<file path="config.mk">
export PLATFORM = sky130hd
export DESIGN_NAME = mem_arb
export DESIGN_NICKNAME = d
export VERILOG_FILES = /design/src/rtl/mem_arb.sv
export SDC_FILE = /design/constraint.sdc
export NUM_CORES = 1
export LEC_CHECK = 0
export ABC_AREA = 1
export CAP_MARGIN = 10
export CORE_AREA = 2 2 106 108
export DETAILED_ROUTE_END_ITERATION = 10
export DIE_AREA = 0 0 108 110
export PLACE_DENSITY_LB_ADDON = 0.3
export RECOVER_POWER = 100
export SLEW_MARGIN = 30
export SYNTH_ARGS = -nofsm -noshare
export SYNTH_HDL_FRONTEND = slang
export SYNTH_SLANG_ARGS = --single-unit
</file>
<file path="constraint.sdc">
create_clock -name i_clk -period 3.6 [get_ports i_clk]
set_input_delay 0.72 -clock i_clk [delete_from_list [all_inputs] [get_ports i_clk]]
set_output_delay 0.72 -clock i_clk [all_outputs]
set_load 0.05 [all_outputs]
</file>
<file path="src/rtl/mem_arb.sv">
// mem_arb: arbitrates a single-port unified memory between instruction fetch
// (IF) and the load/store path (DM). DM has fixed priority, but IF is forced
// through after STARVE_MAX consecutive DM grants that it lost. Only one read can
// be outstanding. The memory read latency is fixed. Stale fetch responses are
// dropped when fetch is redirected.
//
// Handshake: a requester holds req and its payload stable until it sees gnt.
// The gnt is combinational in the same cycle, so the payload is driven onto
// o_mem_* in that cycle. A read's data comes back on the owner's rvld exactly
// MEM_LAT cycles after its grant. There is no backpressure on rvld.
module mem_arb #(
  parameter int ADDR_W     = 32,
  parameter int DATA_W     = 32,
  parameter int MEM_LAT    = 1,
  parameter int STARVE_MAX = 4
) (
  input  logic                i_clk,
  input  logic                i_rst_n,
  input  logic                i_if_req,
  input  logic [ADDR_W-1:0]   i_if_addr,
  input  logic                i_if_flush,
  output logic                o_if_gnt,
  output logic                o_if_rvld,
  output logic [DATA_W-1:0]   o_if_rdata,
  input  logic                i_dm_req,
  input  logic                i_dm_wen,
  input  logic [ADDR_W-1:0]   i_dm_addr,
  input  logic [DATA_W-1:0]   i_dm_wdata,
  input  logic [DATA_W/8-1:0] i_dm_mask,
  output logic                o_dm_gnt,
  output logic                o_dm_rvld,
  output logic [DATA_W-1:0]   o_dm_rdata,
  output logic                o_mem_req,
  output logic                o_mem_wen,
  output logic [ADDR_W-1:0]   o_mem_addr,
  output logic [DATA_W-1:0]   o_mem_wdata,
  output logic [DATA_W/8-1:0] o_mem_mask,
  input  logic [DATA_W-1:0]   i_mem_rdata,
  output logic                o_busy
);

  localparam int CNT_W = $clog2(MEM_LAT + 1);
  localparam int SC_W  = $clog2(STARVE_MAX + 1);

  typedef enum logic {ST_IDLE = 1'b0, ST_WAIT = 1'b1} state_t;

  state_t            state_q, state_d;
  logic [CNT_W-1:0]  cnt_q, cnt_d;
  logic              owner_if_q, owner_if_d;
  logic              drop_q, drop_d;
  logic [SC_W-1:0]   starve_q, starve_d;

  logic resp;
  logic can_grant;
  logic if_pick;
  logic if_gnt;
  logic dm_gnt;
  logic rd_gnt;

  // Grant decision: a slot opens in IDLE or in the response cycle of a read.
  always_comb begin
    resp      = (state_q == ST_WAIT) && (cnt_q == CNT_W'(1));
    can_grant = i_rst_n && ((state_q == ST_IDLE) || resp);
    if_pick   = i_if_req && (!i_dm_req || (starve_q == SC_W'(STARVE_MAX)));
    if_gnt    = can_grant && if_pick;
    dm_gnt    = can_grant && i_dm_req && !if_pick;
    rd_gnt    = if_gnt || (dm_gnt && !i_dm_wen);
  end

  // State register, including read owner, drop flag and starvation counter.
  always_ff @(posedge i_clk) begin
    if (!i_rst_n) begin
      state_q    <= ST_IDLE;
      cnt_q      <= '0;
      owner_if_q <= 1'b0;
      drop_q     <= 1'b0;
      starve_q   <= '0;
    end else begin
      state_q    <= state_d;
      cnt_q      <= cnt_d;
      owner_if_q <= owner_if_d;
      drop_q     <= drop_d;
      starve_q   <= starve_d;
    end
  end

  // Next state: a new read restarts the countdown even in a response cycle.
  always_comb begin
    state_d    = state_q;
    cnt_d      = cnt_q;
    owner_if_d = owner_if_q;
    drop_d     = drop_q;
    if (rd_gnt) begin
      state_d    = ST_WAIT;
      cnt_d      = CNT_W'(MEM_LAT);
      owner_if_d = if_gnt;
      drop_d     = if_gnt && i_if_flush;
    end else if (resp) begin
      state_d = ST_IDLE;
      cnt_d   = '0;
      drop_d  = 1'b0;
    end else if (state_q == ST_WAIT) begin
      cnt_d  = cnt_q - CNT_W'(1);
      drop_d = drop_q || (owner_if_q && i_if_flush);
    end

    starve_d = starve_q;
    if (!i_if_req || if_gnt)
      starve_d = '0;
    else if (dm_gnt && (starve_q != SC_W'(STARVE_MAX)))
      starve_d = starve_q + SC_W'(1);
  end

  // Outputs: grants steer the memory port; responses go to the read's owner.
  always_comb begin
    o_if_gnt    = if_gnt;
    o_dm_gnt    = dm_gnt;
    o_mem_req   = if_gnt || dm_gnt;
    o_mem_wen   = dm_gnt && i_dm_wen;
    o_mem_addr  = if_gnt ? i_if_addr : i_dm_addr;
    o_mem_wdata = i_dm_wdata;
    o_mem_mask  = dm_gnt ? i_dm_mask : '0;
    o_if_rvld   = i_rst_n && resp && owner_if_q && !drop_q && !i_if_flush;
    o_dm_rvld   = i_rst_n && resp && !owner_if_q;
    o_if_rdata  = i_mem_rdata;
    o_dm_rdata  = i_mem_rdata;
    o_busy      = i_rst_n && (state_q == ST_WAIT);
  end

endmodule

</file>
Yosys cells after proc, flatten, opt, wreduce, memory -nomap -nowiden

Cells that the tools add are included.

Bits in registers: 7
Input port bits: 138
Output and inout bits: 139
Word-level logic and storage cells: 54

Add/sub/neg operators: 2
Equal/unequal tests: 2
Multiplexer cells: 10
Bitwise gates (word level): 2
Reductions and logical operators: 33

Operators with widths:

| kind                                         | count |
|---|---|
| two-way mux 32 bit                           | 1 |
| logical AND 1 bit                            | 17 |
| two-way mux 1 bit                            | 8 |
| zero test 1 bit                              | 7 |
| logical OR 1 bit                             | 6 |
| two-way mux 4 bit                            | 1 |
| adder 3 x 1 -> 3 bit (second input constant) | 1 |
| == test 3 bit (second input constant)        | 1 |
| != test 3 bit (second input constant)        | 1 |
| nonzero test 3 bit                           | 1 |
| inverter 1 bit                               | 2 |
| nonzero test 2 bit                           | 1 |
| OR reduction 2 bit                           | 1 |
| subtractor 1 bit (second input constant)     | 1 |

Logic depth before layout (Yosys ltp)

Depth in word-level cells: 8
Gate-level depth with buffers: 9
Gate-level depth less buffers: 8

Worst setup path before layout

OpenSTA, ideal clock, no wires.

Kind: input-to-output
Start: input i_rst_n
End: output o_if_rvld
Arrival time: 2851 ps
Required time: 2880 ps
Path slack: 29 ps
Cell stages on the path: 4
Path buffers: 0
Cell sequence: nand2_1 -> inv_1 -> nand2_1 -> nor4b_1

Longest elaborated chain between the ends: 4

Ends and longest elaborated chain:

| what                           | line | RTL |
|---|---|---|
| from (decl)                    | 18   | `input logic i_rst_n,` |
| logical AND 1 bit (4 in a row) | 123  | `o_if_rvld = i_rst_n && resp && owner_if_q && !drop_q && !i_if_flush;` |
| to (decl)                      | 23   | `output logic o_if_rvld,` |

No other way between the ends.

Final worst setup path

Start: input i_rst_n
End: output o_mem_addr[27]

Longest elaborated chain between the ends: 3

Ends and longest elaborated chain:

| what               | line | RTL |
|---|---|---|
| logical AND 1 bit  | 63   | `can_grant = i_rst_n && ((state_q == ST_IDLE) \|\| resp);` |
| logical AND 1 bit  | 65   | `if_gnt = can_grant && if_pick;` |
| two-way mux 32 bit | 120  | `o_mem_addr = if_gnt ? i_if_addr : i_dm_addr;` |
| to (decl)          | 35   | `output logic [ADDR_W-1:0] o_mem_addr,` |

No other way between the ends.

==> run_results.csv <==
group,metric,value,unit
power,switching_power,0.249,mW
global_routing,number_of_global_route_vias_before_repair,1533,
setup_path,critical_path.endpoint_type,"primary output",
floorplan,die-area,0.0119,mm^2
floorplan,floorplan.initialDensity,0.150,
power,cell_internal_pwr,0.359,mW
global_routing,grt_start_max_net_pins,31,
global_routing,track_usage,0.0826,
synthesis,post_synth.cell_area_avg,5.95,um^2
cells_and_area,final_layout_size_suffix_gt1_frac,0.156,
setup_path,ff2ff_setup_slack,1.84,ns
clocking,cts_setup_buffers,0,
detailed_routing,drt-total-wl,5470,um
cells_and_area,postLayoutCoreUtil,0.233,
setup_path,worst_setup_path_start_kind,"input port",
clocking,cts_resized,0,
synthesis,yosys_most_used_dff,"sky130_fd_sc_hd__dfxtp_1",
detailed_routing,detailroute.via_count,1541,
cells_and_area,number_of_nets_at_the_end_of_the_flow,430,
sta,setup_viol,0,
clocking,clock_tree_from_tritoncts,"yes",
floorplan,fp-row-count,38,
sta,worst_slew_margin_rel,0.598,
job,drv_cap,0,
clocking,hold_buffers,0,
detailed_routing,detailed_router_iteration_count_before_antenna_repair,4,
power,power_frac_comb,0.669,
synthesis,synth-seq-cells,7,
synthesis,synth.top_cell.area_share,0.464,
placed_design,dpl_cell_area,0.00249,mm^2
floorplan,fp.coreArea,0.0107,mm^2
detailed_routing,drt_drc_violations_left,0,
synthesis,synth_fp_nets,409,
power,p_sw_frac,0.410,
clocking,clkLatencyLatePin,0.24,ns
cells_and_area,area_growth_from_synthesis_to_layout,55.6,%
min_path,worst_hold_path_type,"register to register",
sta,setup_tns,0,ns
detailed_routing,via_per_inst,3.59,
power,ir_worst_vdd,0.000203,V
floorplan,top_level_ports,277,
synthesis,netlist_instances,269,
power,power.static_leakage,1.17,nW
power,powerDensity,244,mW/mm^2
detailed_routing,drt_iter0_markers,75,
synthesis,synthDominantAreaCellType,"sky130_fd_sc_hd__buf_4",
setup_path,critical_path_required,2.88,ns
global_routing,global_route_wire_length_before_repair,7690,um
synthesis,unique_masters_post_synth,20,
power,seq_power_share,0.140,
global_routing,grt_overflow,0,
synthesis,synth.top_cells.by_count,"107 x sky130_fd_sc_hd__nand2_1, 99 x sky130_fd_sc_hd__buf_4, 14 x sky130_fd_sc_hd__inv_1",
clocking,cts.sink_count,7,
placed_design,place.detailed.instances,425,
sta,final.min_clock_period,3.34,ns
sta,timing_hold_violations_final,0,
synthesis,synthesis.area,0.00160,mm^2
synthesis,most_numerous_cell_in_the_yosys_netlist,"sky130_fd_sc_hd__nand2_1",
clocking,ctsLongestPathBuffers,2,
clocking,cts_inserted_buffers,3,
placed_design,finalWeightedCongestion,0.777,
setup_path,cp.arrival,2.62,ns
placed_design,detailed_place_hpwl,4470,um
cells_and_area,antennaDiodeCount,0,
detailed_routing,wire_length_per_cell,12.7,um
synthesis,synth.yosys.seq_area_share,0.0876,
sta,grt_setup_unrepaired,"false",
clocking,cts-htree-levels,1,
clocking,clkSlewWorstSetupHoldPaths,0.04,ns
status,status,"finished clean",
power,power_frac_clock,0.191,
sta,final_max_slew_viol_count,0,
sta,finClkSkew,0.00579,ns
floorplan,die-width,108,um
power,post-layout-total-power,0.608,mW
synthesis,count_of_flip_flops_with_a_built_in_enable_after_synthesis,0,
floorplan,die_h,110,um
setup_path,crit_type,"input port to primary output",
cells_and_area,fill_count,1196,
sta,tightestPinTransition,0.606,ns
placed_design,place.port_buffers,116,
sta,max_clock_freq,299,MHz
synthesis,top_cells_by_area_in_the_synthesized_netlist,"sky130_fd_sc_hd__buf_4 46%, sky130_fd_sc_hd__nand2_1 25%, sky130_fd_sc_hd__dfxtp_1 8.8%, sky130_fd_sc_hd__inv_1 3.3%, sky130_fd_sc_hd__buf_6 2.8%",
synthesis,ys_async_sr_fraction,0,
synthesis,synth_warnings,0,
clocking,cts-root-buf,"sky130_fd_sc_hd__clkbuf_8",
detailed_routing,drtAntennaViolNets,0,
cells_and_area,final_area,0.00249,mm^2
setup_path,crit_fanout,14,
cells_and_area,fin_cells,429,
global_routing,number_of_antenna_violations_at_the_first_check_in_global_routing,0,
sta,post-route-period-util,0.928,
routing by layer:
layer	vias up	wire [um]	track usage	part of all wire
li1	756	-	-	-
met1	658	1850	0.0815	0.34
met2	93	2760	0.152	0.51
met3	34	695	0.0265	0.13
met4	0	151	0.0485	0.028
met5	-	0	0	0
through the flow:
step,setup slack [ns],hold WS [ns]
floorplan,0.0286,0.463
global placement,0.344,0.491
detailed placement,0.329,0.486
CTS,0.318,0.493
global route,0.101,0.533
finish,0.257,0.492
final timing paths:
kind | startpoint | endpoint | cells past startpoint
max | i_rst_n | o_mem_addr[27] | 9
min reg2reg | starve_q[1]$_SDFFE_PP0P_ | starve_q[1]$_SDFFE_PP0P_ | 2
max reg2reg | starve_q[0]$_SDFFE_PP0P_ | starve_q[0]$_SDFFE_PP0P_ | 8
min | starve_q[1]$_SDFFE_PP0P_ | starve_q[1]$_SDFFE_PP0P_ | 2
worst max-delay path: stages:
cell	delay (ns)
sky130_fd_sc_hd__dlygate4sd3_1	0.69
sky130_fd_sc_hd__nand2_2	0.12
sky130_fd_sc_hd__inv_1	0.13
sky130_fd_sc_hd__nand2_2	0.18
sky130_fd_sc_hd__inv_2	0.09
sky130_fd_sc_hd__clkbuf_2	0.29
sky130_fd_sc_hd__nand2_1	0.12
sky130_fd_sc_hd__nand2_1	0.13
sky130_fd_sc_hd__buf_12	0.15
kinds of logic after synthesis:
family                     synth area share
and+or+nand+nor                       0.318
buffers and inverters                 0.530
xor gates and xnor gates            0.00547
AOI/OAI and AO/OA                    0.0430
adders and majority gates            0.0156
DFF                                  0.0876
power by group through the flow:
stage          Sequential, mW  Combinational (mW)  Clock, mW
2_1_floorplan          0.0858               0.469          0
3_3_place_gp           0.0869               0.416          0
3_5_place_dp           0.0866               0.417          0
4_1_cts                0.0853               0.419      0.121
5_1_grt                0.0859               0.428      0.126
6_report               0.0853               0.407      0.116
placed cells by master (no fill, tap or decap), types with 2 or more instances in the layout:
cell type                         count
sky130_fd_sc_hd__dlygate4sd3_1        3
sky130_fd_sc_hd__ha_1                 2
sky130_fd_sc_hd__a21oi_1              5
sky130_fd_sc_hd__clkbuf_2             2
sky130_fd_sc_hd__nand2_2              2
sky130_fd_sc_hd__nor2_1               9
sky130_fd_sc_hd__buf_4                2
sky130_fd_sc_hd__nand3_1              7
sky130_fd_sc_hd__o21ai_0              4
sky130_fd_sc_hd__clkbuf_1             8
sky130_fd_sc_hd__inv_1               15
sky130_fd_sc_hd__buf_12              33
sky130_fd_sc_hd__clkdlybuf4s50_1     72
sky130_fd_sc_hd__clkbuf_8             3
sky130_fd_sc_hd__dfxtp_1              7
sky130_fd_sc_hd__nand2_1            107
registers in the layout, indices dropped and copies added (netlist names):
register,flops
cnt_q,1
drop_q,1
owner_if_q,1
starve_q,3
state_q,1
final cells by class:
| type | count | area, um^2 | share of cell area |
|---|---|---|---|
| timing repair buffer | 119 | 1460 | 0.587 |
| sequential | 7 | 140 | 0.0563 |
| clock buffer | 4 | 45.0 | 0.0181 |
| inverter | 16 | 60.1 | 0.0241 |
| multi-input combinational | 143 | 607 | 0.244 |
| tap | 140 | 175 | 0.0704 |
No activity file was read; power rests on OpenSTA's default activity.
